<file path="src/rtl/if_fetch.sv">
// Instruction-fetch stage: owns the PC, drives the imem req/ack port
// and registers {pc, inst, valid} toward IF/ID.
module if_fetch #(
    parameter logic [31:0] RESET_PC = 32'h0000_0000
) (
    input  logic        clk,
    input  logic        rst,
    input  logic        stall_i,
    input  logic        branch_i,
    input  logic [31:0] branch_target_i,
    output logic        imem_req_o,
    output logic [31:0] imem_addr_o,
    input  logic        imem_ack_i,
    input  logic [31:0] imem_rdata_i,
    output logic [31:0] if_pc_o,
    output logic [31:0] if_inst_o,
    output logic        if_valid_o
);

    typedef enum logic [1:0] {
        REQ,
        HOLD,
        DRAIN
    } state_t;

    state_t      state, state_n;
    logic [31:0] fetch_pc, fetch_pc_n;
    logic [31:0] redirect_pc, redirect_pc_n;
    logic [31:0] hold_pc, hold_pc_n;
    logic [31:0] hold_inst, hold_inst_n;
    logic [31:0] pc_n, inst_n;
    logic        valid_n;
    logic [31:0] target;
    logic [31:0] pc_inc;

    assign target      = {branch_target_i[31:2], 2'b00};
    assign pc_inc      = fetch_pc + 32'd4;
    assign imem_req_o  = (state != HOLD);
    assign imem_addr_o = fetch_pc;

    always_comb begin
        state_n       = state;
        fetch_pc_n    = fetch_pc;
        redirect_pc_n = redirect_pc;
        hold_pc_n     = hold_pc;
        hold_inst_n   = hold_inst;
        pc_n          = if_pc_o;
        inst_n        = if_inst_o;
        valid_n       = if_valid_o;
        unique case (state)
            REQ: begin
                if (branch_i) begin
                    valid_n = 1'b0;
                    pc_n    = 32'd0;
                    inst_n  = 32'd0;
                    if (imem_ack_i) begin
                        fetch_pc_n = target;
                    end else begin
                        // request is in flight: finish it before redirecting
                        redirect_pc_n = target;
                        state_n       = DRAIN;
                    end
                end else if (imem_ack_i) begin
                    fetch_pc_n = pc_inc;
                    if (stall_i) begin
                        hold_pc_n   = fetch_pc;
                        hold_inst_n = imem_rdata_i;
                        state_n     = HOLD;
                    end else begin
                        valid_n = 1'b1;
                        pc_n    = fetch_pc;
                        inst_n  = imem_rdata_i;
                    end
                end else if (!stall_i) begin
                    valid_n = 1'b0;
                    pc_n    = 32'd0;
                    inst_n  = 32'd0;
                end
            end
            HOLD: begin
                if (branch_i) begin
                    valid_n    = 1'b0;
                    pc_n       = 32'd0;
                    inst_n     = 32'd0;
                    fetch_pc_n = target;
                    state_n    = REQ;
                end else if (!stall_i) begin
                    valid_n = 1'b1;
                    pc_n    = hold_pc;
                    inst_n  = hold_inst;
                    state_n = REQ;
                end
            end
            DRAIN: begin
                valid_n = 1'b0;
                pc_n    = 32'd0;
                inst_n  = 32'd0;
                if (branch_i) begin
                    redirect_pc_n = target;
                end
                if (imem_ack_i) begin
                    fetch_pc_n = branch_i ? target : redirect_pc;
                    state_n    = REQ;
                end
            end
            default: begin
                state_n = REQ;
            end
        endcase
    end

    always_ff @(posedge clk) begin
        if (rst) begin
            state       <= REQ;
            fetch_pc    <= RESET_PC;
            redirect_pc <= 32'd0;
            hold_pc     <= 32'd0;
            hold_inst   <= 32'd0;
            if_pc_o     <= 32'd0;
            if_inst_o   <= 32'd0;
            if_valid_o  <= 1'b0;
        end else begin
            state       <= state_n;
            fetch_pc    <= fetch_pc_n;
            redirect_pc <= redirect_pc_n;
            hold_pc     <= hold_pc_n;
            hold_inst   <= hold_inst_n;
            if_pc_o     <= pc_n;
            if_inst_o   <= inst_n;
            if_valid_o  <= valid_n;
        end
    end

endmodule

</file>
<file path="config.mk">
export PLATFORM = sky130hd
export DESIGN_NAME = if_fetch
export DESIGN_NICKNAME = d
export VERILOG_FILES = /design/src/rtl/if_fetch.sv
export SDC_FILE = /design/constraint.sdc
export NUM_CORES = 1
export LEC_CHECK = 0
export BUFFER_PORTS_ARGS = -buffer_cell sky130_fd_sc_hd__buf_4
export CAP_MARGIN = 20
export CORE_ASPECT_RATIO = 2
export CORE_MARGIN = 4
export CORE_UTILIZATION = 50
export CTS_BUF_LIST = sky130_fd_sc_hd__clkbuf_16
export DETAILED_ROUTE_END_ITERATION = 12
export PLACE_DENSITY = 0.75
export RECOVER_POWER = 100
export SLEW_MARGIN = 20
export SYNTH_ARGS = -nofsm -noshare
export SYNTH_HDL_FRONTEND = slang
export SYNTH_SLANG_ARGS = --single-unit
</file>
<file path="constraint.sdc">
create_clock -name clk -period 2.4 [get_ports clk]
set_clock_uncertainty 0.2 [all_clocks]
set_input_delay 0.24 -clock clk [delete_from_list [all_inputs] [get_ports clk]]
set_output_delay 0.24 -clock clk [all_outputs]
set_load 0.02 [all_outputs]
</file>
==> reports/qor.csv <==
metric,value,unit
Final period util,0.960,
clock share of power,0.362,
hold slack,0.0586,ns
reg-to-reg critical path startpoint,state[1],
Cell variety after synth,62,
CP Capture Type,register,
"EDFF count, synth",0,
Synth Net Count,1038,
"FFs w/ async S/R, synth",0,
core area,0.0163,mm²
chip width,98.9,µm
CP Class,register to register,
# diodes,0,
total power,0.00819,W
DRT iter0 DRCs,780,
final setup fails,0,
maximum fanout along the worst path,11,
switching part of the total,0.289,
max_cap viols,0,
RSZ-0062 raised after global routing,false,
most common cell in the netlist,dfxtp_1,
Clock Path Buffers,2,
Max Slew Vio Count,0,
P_int,0.00582,W
synth top area cells,"dfxtp_1 (47%), a222oi_1 (8.1%), nand2_1 (7.1%)",
Worst-Skew Late Latency,0.43,ns
Critical Path Start Type,register,
drt wl/cell,18.0,µm
Power Density,756,mW/mm²
die area,0.0188,mm²
Comb pwr share,0.202,
CTS tree,built,
Max Fclk,0.434,GHz
clk sinks,195,
VDD IR max,534,µV
layout filler cell count,1370,
CTS root buf,clkbuf_16,
detailed placement HPWL,16400,µm
Cells after Synth,964,
row count,66,
Worst Min Path Start,stall_i,
"top cells by count, synth","dfxtp_1 (195), nand2_1 (157), nor2_1 (119), a21oi_1 (105), a222oi_1 (67)",
Global Route Usage Sum,0.260,
first-pass GRT wire length,40200,µm
Nets,1251,
Die Y-Extent,190,µm
Seq. cell area,0.00390,mm²
DRT Pass-1 Iters,7,
"Avg Cell Area, Syn",8.58,µm²
count of final hold-check violations,0,
register share of total power,0.436,
largest net degree at the start of global routing,97,
total CTS buffers,17,
FF-to-FF setup slack,0.1,ns
worst slew pin tran,0.715,ns
via/cell ratio,5.97,
Syn. warnings,0,
Clock transition at path regs,0.06,ns
port bufs,164,
top_reg_cell synth,dfxtp_1,
run status,finished clean,
global placer's final weighted congestion,0.887,
Routed WL,25000,µm
post-synth top area share,0.472,
leading area contributor after synthesis,dfxtp_1,
Switch Pwr,0.00236,W
leakage,4.19,nW
antenna-violating nets left,0,
CP required,2.56,ns
vias in the first global route,8158,
total grt overflow,0,
share of cells above drive strength 1,0.150,
Starting Density,0.508,
netlist area before placement,0.00827,mm²
relative slew slack,0.523,
final instance area,0.0108,mm²
Synth Register Bits,195,
sequential fraction of the synthesis area,0.472,
Final Critical Period,2.30,ns
placement-stage cell area,0.00992,mm²
initial antenna violation count,0,
crit path launch,state[1],
drt drc,0,
CP Data Arrival Time,2.46,ns
P&R area growth vs syn,31.0,%
worst hold path class,input port to register,
utilization after layout,0.666,
Multi-input gate area,0.00400,mm²
setup TNS,0,ns
htree depth,4,
Vias,8314,
I/O pin cnt,167,
-- registers in the layout (all words and copies together) (netlist names) --
register / cells
if_inst_o: 32
imem_addr_o: 32
if_valid_o: 1
state: 2
hold_inst: 32
redirect_pc: 32
hold_pc: 32
if_pc_o: 32
-- layout by cell type (no fill, tap or decap), types with 4 or more instances in the layout --
| master | synthesis | layout |
|---|---|---|
| mux2i_1 | 37 | 37 |
| o211ai_1 | 4 | 4 |
| a22o_1 | 9 | 8 |
| ha_1 | 5 | 4 |
| buf_4 | 1 | 110 |
| nor4_1 | 8 | 8 |
| and4_1 | 5 | 5 |
| buf_12 | 0 | 6 |
| buf_6 | 1 | 5 |
| nor3_1 | 12 | 11 |
| clkbuf_2 | 2 | 5 |
| and3_1 | 8 | 7 |
| a211oi_1 | 5 | 5 |
| a21oi_1 | 105 | 105 |
| nand3_1 | 14 | 13 |
| a221oi_1 | 8 | 8 |
| inv_1 | 10 | 11 |
| clkinvlp_4 | 0 | 5 |
| bufinv_16 | 0 | 4 |
| nor2b_1 | 4 | 4 |
| nor2_1 | 119 | 117 |
| clkbuf_1 | 61 | 95 |
| dfxtp_1 | 195 | 195 |
| dlygate4sd3_1 | 0 | 62 |
| o21ai_0 | 24 | 24 |
| nand4_1 | 10 | 10 |
| a31oi_1 | 8 | 8 |
| a222oi_1 | 67 | 67 |
| nand2_1 | 157 | 157 |
| clkbuf_16 | 0 | 17 |
-- area by class of cell --
cell class,count,area share
multi-input combinational,668,0.369
tap,204,0.0236
timing repair buffer,285,0.187
clock buffer,17,0.0393
inverter,10,0.00381
clock inverter,14,0.0172
sequential,195,0.361
-- per-layer routing --
layer  global-route usage  part of all wire  vias to the layer above
met4                0.127             0.043                        0
met1                0.295              0.38                     3944
li1                     -                 -                     3953
met5                    0                 0                        -
met2                0.464              0.52                      340
met3               0.0440             0.059                       77
-- worst max-delay path, stage by stage (launching register included) --
cell	delay, ns
dfxtp_1	0.40
inv_1	0.12
ha_4	0.17
o21ba_1	0.18
or3_4	0.42
clkbuf_2	0.21
or3_1	0.40
a21oi_1	0.12
-- timing repair --
| item | in CTS | in global routing |
|---|---|---|
| gates resized for setup | 0 | 7 |
| hold buffers | 62 | 0 |
| hold endpoints to repair | 100 | 0 |
| setup endpoints to repair | 0 | 76 |
| setup buffers | 0 | 2 |
-- path summary, 6_finish.rpt --
kind,endpoint,cells after the start
max,imem_addr_o[4],7
max reg2reg,imem_addr_o[4],7
min,if_valid_o,3
min reg2reg,hold_pc[0],2
-- cells by family (layout without fill, tap and decap cells) --
| family | after synthesis | count (layout) | share of synthesized area |
|---|---|---|---|
| multiplexers | 39 | 39 | 0.0475 |
| buffers and inverters | 101 | 326 | 0.0512 |
| AO/OA/AOI/OAI | 264 | 264 | 0.228 |
| adder cells (fa/ha/maj) | 5 | 5 | 0.00757 |
| flip-flops | 195 | 195 | 0.472 |
| AND/OR/NAND/NOR | 354 | 354 | 0.187 |
| XOR/XNOR | 6 | 6 | 0.00636 |
-- stage by stage --
step	cells	setup slack, ns
finish	1393	0.0957
global route	1393	0.00679
CTS	1390	0.0150
detailed placement	1297	0.0384
global placement	1297	0.0681
floorplan	964	0.0678
-- power groups by stage --
stage / sequential (W) / combinational [W] / clock, W
final: 0.00357 / 0.00166 / 0.00296
after CTS: 0.00357 / 0.00171 / 0.00301
after floorplan: 0.00373 / 0.000828 / 0
after detailed placement: 0.00364 / 0.00162 / 0
after global placement: 0.00363 / 0.00160 / 0
after global routing: 0.00359 / 0.00180 / 0.00314
No activity file was read; power rests on OpenSTA's default activity.
